**src/rtl/rnr_rr_pipe.sv**
```systemverilog
// rnr_rr_pipe: pipeline register between Register Rename and Read Register.
// N-lane bundles move as a unit through a main register (M, drives outputs)
// and a skid register (S), so that in_ready can be a registered signal.
// Handshake: a bundle is accepted when |in_valid && in_ready, and handed off
// when |out_valid && out_ready; in_ready never depends on out_ready in the
// same cycle, and the head bundle is held stable while it is not taken.
// Optional feature macro: RNR_RR_BRMASK_EN adds per-lane branch masks with
// kill (selective squash) and resolve (mask bit clearing).
module rnr_rr_pipe #(
    parameter int LANES  = 2,
    parameter int CTRL_W = 165,
    parameter int PREG_W = 6
) (
    input  logic                      clk,
    input  logic                      rst,
    input  logic                      recover,
    input  logic [LANES-1:0]          in_valid,
    output logic                      in_ready,
    input  logic [LANES*CTRL_W-1:0]   in_ctrl,
    input  logic [LANES*PREG_W-1:0]   in_rs,
    input  logic [LANES*PREG_W-1:0]   in_rt,
    input  logic [LANES*PREG_W-1:0]   in_rd,
    output logic [LANES-1:0]          out_valid,
    input  logic                      out_ready,
    output logic [LANES*CTRL_W-1:0]   out_ctrl,
    output logic [LANES*PREG_W-1:0]   out_rs,
    output logic [LANES*PREG_W-1:0]   out_rt,
    output logic [LANES*PREG_W-1:0]   out_rd,
`ifdef RNR_RR_BRMASK_EN
    input  logic [LANES*8-1:0]        in_brmask,
    output logic [LANES*8-1:0]        out_brmask,
    input  logic [7:0]                kill_mask,
    input  logic [7:0]                resolve_mask,
`endif
    output logic [15:0]               stall_cnt
);

    // One held bundle: per-lane valid vector plus every carried field.
    typedef struct packed {
        logic [LANES-1:0]        v;
        logic [LANES*CTRL_W-1:0] ctrl;
        logic [LANES*PREG_W-1:0] rs;
        logic [LANES*PREG_W-1:0] rt;
        logic [LANES*PREG_W-1:0] rd;
`ifdef RNR_RR_BRMASK_EN
        logic [LANES*8-1:0]      bm;
`endif
    } entry_t;

    entry_t m_q, s_q;       // registered main / skid entries
    entry_t in_raw;         // incoming bundle as presented
    entry_t in_e, m_e, s_e; // same three after this cycle's kill/resolve
    entry_t m_d, s_d;       // next-state values
    logic   in_fire, in_take, out_fire, m_vacate, s_has;

`ifdef RNR_RR_BRMASK_EN
    // Drop lanes depending on a killed branch and forget resolved branches.
    function automatic entry_t apply_masks(input entry_t e, input logic [7:0] kill,
                                           input logic [7:0] resolve);
        entry_t r;
        r = e;
        for (int i = 0; i < LANES; i++) begin
            if ((e.bm[i*8 +: 8] & kill) != 8'h00) r.v[i] = 1'b0;
            r.bm[i*8 +: 8] = e.bm[i*8 +: 8] & ~resolve;
        end
        return r;
    endfunction
`endif

    // Pack the input ports into an entry so all paths move whole bundles.
    always_comb begin
        in_raw      = '0;
        in_raw.v    = in_valid;
        in_raw.ctrl = in_ctrl;
        in_raw.rs   = in_rs;
        in_raw.rt   = in_rt;
        in_raw.rd   = in_rd;
`ifdef RNR_RR_BRMASK_EN
        in_raw.bm   = in_brmask;
`endif
    end

    // Apply this cycle's masks to held and incoming bundles.
    always_comb begin
`ifdef RNR_RR_BRMASK_EN
        in_e = apply_masks(in_raw, kill_mask, resolve_mask);
        m_e  = apply_masks(m_q, kill_mask, resolve_mask);
        s_e  = apply_masks(s_q, kill_mask, resolve_mask);
`else
        in_e = in_raw;
        m_e  = m_q;
        s_e  = s_q;
`endif
    end

    // Next-state selection for M and S. M "vacates" when its bundle is taken
    // or has no live lanes left; S then refills it, otherwise the input does.
    always_comb begin
        in_fire  = (|in_valid) & in_ready;
        in_take  = in_fire & (|in_e.v);
        out_fire = (|m_q.v) & out_ready;
        m_vacate = out_fire | ~(|m_e.v);
        s_has    = |s_e.v;
        m_d      = m_e;
        s_d      = s_e;
        if (m_vacate) begin
            s_d.v = '0;
            if (s_has) begin
                m_d = s_e;
            end else if (in_take) begin
                m_d = in_e;
            end else begin
                m_d.v = '0;
            end
        end else if (!s_has && in_take) begin
            s_d = in_e;
        end
    end

    // Entry registers and registered in_ready; reset beats recover beats transfers.
    always_ff @(posedge clk) begin
        if (rst) begin
            m_q      <= '0;
            s_q      <= '0;
            in_ready <= 1'b1;
        end else if (recover) begin
            m_q.v    <= '0;
            s_q.v    <= '0;
            in_ready <= 1'b1;
        end else begin
            m_q      <= m_d;
            s_q      <= s_d;
            in_ready <= ~(|s_d.v);
        end
    end

    // Saturating count of cycles where a head bundle waits on the RR stage.
    always_ff @(posedge clk) begin
        if (rst) begin
            stall_cnt <= 16'h0000;
        end else if ((|m_q.v) && !out_ready && (stall_cnt != 16'hFFFF)) begin
            stall_cnt <= stall_cnt + 16'd1;
        end
    end

    assign out_valid = m_q.v;
    assign out_ctrl  = m_q.ctrl;
    assign out_rs    = m_q.rs;
    assign out_rt    = m_q.rt;
    assign out_rd    = m_q.rd;
`ifdef RNR_RR_BRMASK_EN
    assign out_brmask = m_q.bm;
`endif

endmodule

```
**config.mk**
```make
export PLATFORM = sky130hd
export DESIGN_NAME = rnr_rr_pipe
export DESIGN_NICKNAME = d
export VERILOG_FILES = /design/src/rtl/rnr_rr_pipe.sv
export SDC_FILE = /design/constraint.sdc
export NUM_CORES = 2
export LEC_CHECK = 0
export CAP_MARGIN = 20
export CORE_AREA = 2 2 298 300
export DETAILED_ROUTE_END_ITERATION = 7
export DIE_AREA = 0 0 300 302
export DONT_BUFFER_PORTS = 1
export HOLD_SLACK_MARGIN = 0.08
export PLACE_DENSITY = 0.55
export SLEW_MARGIN = 20
export SYNTH_ARGS = -nofsm -noshare
export SYNTH_HDL_FRONTEND = slang
export SYNTH_SLANG_ARGS = --single-unit
```
**constraint.sdc**
```tcl
create_clock -name clk -period 2.5 [get_ports clk]
set_input_delay 0.625 -clock clk [delete_from_list [all_inputs] [get_ports clk]]
set_output_delay 0.625 -clock clk [all_outputs]
set_load 0.01 [all_outputs]
```
==> results.txt <==
In this design, the stage delay of the slowest critical-path cell is 1.71 ns. The remaining global-route overflow is 0, and the count of cells resized by post-cts repair is 0. Relative slew slack: -2.04. The run gives 0.0302 sq mm as the area after detailed placement. The path class of the tightest hold or removal check is in2reg. Hold path startpoint: in_ctrl[58]. In this run the critical register-to-register path is launched from s_e[367]. Detailed routing inserted a total of 26918 vias. The tools report the number of remaining DRC errors as 0.

The leakage power was 13.0 nW. The final critical-path share of the clock period is 1.63. Largest area contributor in the synthesized netlist: sky130_fd_sc_hd__dfxtp_1. Counting the buffers created by CTS gives 85.

The run finished, with violations left. The logs give 245 MHz for the achievable frequency and 0 for the final number of hold-violating endpoints. For the worst slack at placement, the log shows 0.108 ns. From synthesis to final layout, the design area changed by 25.8%.

In the final routed layout, each cell accounts on average for 19.8 um. For this design the ratio of total power to cell area is 777 mW/mm^2. The number of antenna violations at the first check in global routing was 2; the final estimated routing congestion in global placement was 0.822. The cell class contributing the biggest share of worst-path delay was buffers and inverters. The adder-cell share of the synthesized area is 0.000431.

The chip width is 300 um, and the quantity of hold-fixing buffers added after cts is 348. CTS placed an instance of sky130_fd_sc_hd__clkbuf_16 at the clock tree root. After synthesis the netlist holds a flip-flop and latch count of 753. The mean number of vias per cell is 5.21.

The global-route total usage across every layer is 0.214, and the post-synthesis mux area share is 0.00112. Clock latency on the worst-skew pair, taken at its later pin, is 0.64 ns. In the synthesized netlist, the cells that appear most often are 1470 x sky130_fd_sc_hd__nand2_1, 753 x sky130_fd_sc_hd__dfxtp_1, 376 x sky130_fd_sc_hd__a21oi_1. Sequential fraction of the synthesis area: 0.519. Entering global routing, the biggest net connects 726 pins. After the last flow step, the layout net total stands at 4307. Setup repair after global routing left no endpoint under its margin. The repair_antennas step left the layout with diodes totalling 0.

The fraction of the mapped netlist area in simple logic gates came out at 0.247. In this run, synthesis inferred 0 flip-flops with an integrated enable. The worst setup path is launched from an input port. The logs give 6 for the detailed-router iteration count before antenna repair and 628 uV for the peak supply drop.

The run gives 4.62 ns as the data arrival at the endpoint of the critical path. Max-cap violations in this run came to 0. The number of buffers and inverters on the critical path was 1. In this run the worst setup path begins at rst. The routed wire length was 102 mm; the number of top-level pins was 757. The core region is 0.0876 sq mm. After layout, the design draws a total of 28.4 mW. The critical path goes through dlygate4sd3_1, a311oi_1. Most frequently used flop master after synthesis: sky130_fd_sc_hd__dfxtp_1. The count of buffers added by post-CTS timing repair for setup was 0. The worst clock skew came out at 0.0171 ns.

The share of layout cells above drive strength 1 came out at 0.0570. In this run, the number of DRC markers left after iteration 0 of detailed routing was 2154. CTS built an H-tree with a depth of 3.

Sorting the synthesized cells by area gives the leading types as sky130_fd_sc_hd__dfxtp_1 52%, sky130_fd_sc_hd__nand2_1 19%, sky130_fd_sc_hd__a311oi_1 11%. The largest family of logic cells by synthesized area is simple AND/OR/NAND/NOR gates. For the count of unique library cells instantiated by Yosys, the log shows 38. The first global-routing pass estimated 153 mm of wire. The max-slew violation total from the final report came out at 543. The die height was 302 um. Clock tree synthesis found a total of 753 sinks. Critical-path maximum fanout: 725. For the least setup slack across all paths after layout, the log shows -1.57 ns. Share of the synthesized netlist area taken by xor and xnor gates: 0.000302. When the netlist entered floorplanning its net count stood at 4116. Yosys printed 0 warnings.

The logs give 3 for the largest buffer count on any clock path and 0 for the final antenna-violating net count. The floorplan has 109 rows. Actual transition at the worst max-transition pin: 4.55 ns.

The checks that failed: max-slew violations, negative setup slack. By instance count, the leading cell after synthesis is sky130_fd_sc_hd__nand2_1. The finished cells cover 0.0365 sq mm.

The post-synthesis area per instance was 7.75 sq um. Library cell contributing the largest single delay on the critical path: sky130_fd_sc_hd__dlygate4sd3_1. The cell area after synthesis is 0.0290 sq mm, and the count of port buffers added during placement is 0. The placed wire-length estimate after detailed placement is 60.7 mm, and the via count of the first global-routing pass is 25182. The critical path is of the in2reg type. The starting density of the core came out at 0.331. Setup violations remaining at the end of the flow were counted as 326. The smallest clock period supported by the final layout is computed as 4.07 ns.

The die covers 0.0906 sq mm. The compound-cell area share of the yosys netlist was 0.181; the number of instances in the synthesized netlist was 3743. After clock tree synthesis, the clock-pin slew on the worst setup and hold paths is 0.06 ns. Post-synthesis async set-or-reset flop share: 0.

The tools report the critical path capture point type as a flip-flop. For the worst setup path, the data required time is 3.04 ns. Area share of the leading cell type in the synthesized netlist: 0.519.

TritonCTS built the clock tree.
==> cell type report <==
class / instances / area [sq um]
fill: 8892 / 51000
sequential: 753 / 15100
multi-input combinational: 2653 / 12500
timing repair buffer: 435 / 4630
clock buffer: 125 / 2510
tap: 1165 / 1460
clock inverter: 25 / 297
inverter: 6 / 22.5
==> layout by cell type, fill, tap and decap left out, drive strengths merged, types with 3 or more instances in the layout <==
cell,n
or4,8
bufinv,5
o31ai,5
nor3,5
dlygate4sd3,349
nor2,374
buf,86
a21oi,376
nor4,6
o21ai,5
a311oi,366
dfxtp,753
clkbuf,125
or3,4
clkinv,15
nand4,3
nand2,1470
nand3,6
or2,4
inv,10
==> report_power, final <==
| part | switching [mW] | leakage (nW) | total (mW) | internal (mW) |
|---|---|---|---|---|
| clock network | 5.10 | 1.39 | 12.6 | 7.47 |
| registers | 0.851 | 6.16 | 13.5 | 12.7 |
| logic | 1.18 | 5.47 | 2.28 | 1.10 |
==> final timing paths <==
| check | endpoint | slack [ns] | depth (start not counted) |
|---|---|---|---|
| max | out_ctrl[152] | -1.57 | 2 |
| min | s_e[94] | 0.13 | 2 |
| max reg2reg | s_e[176] | 0.30 | 6 |
| min reg2reg | s_e[208] | 0.45 | 2 |
==> layer usage <==
metal  share of wire  global-route usage  vias to the layer above
met3           0.085              0.0677                      218
met4           0.040              0.0867                        0
met5               0                   0                        -
li1                -                   -                    13018
met1            0.39               0.248                    12774
met2            0.49               0.365                      908
==> stage by stage <==
step	utilization	instances	hold slack, ns	TNS [ns]
floorplan	-	3743	0.437	0
global placement	0.345	4662	0.439	0
detailed placement	0.345	4662	0.445	0
CTS	0.417	5160	0.0802	0
global route	0.417	5162	0.0823	0
finish	0.417	5162	0.128	-190.37
==> registers in the layout, summed over array words and instances, names as in the netlist <==
signal	flops
out_rd	12
in_ready	1
out_rs	12
s_e	368
out_rt	12
out_valid	2
out_ctrl	330
stall_cnt	16
==> logic make-up (layout without fill, tap and decap cells) <==
logic type	after synthesis	count (layout)
AOI/OAI and AO/OA	765	765
xor gates and xnor gates	1	1
adders and majority gates	1	1
buffers and inverters	337	591
DFF	753	753
muxes	3	3
and+or+nand+nor	1883	1883
(Power assumes the default switching activity.)
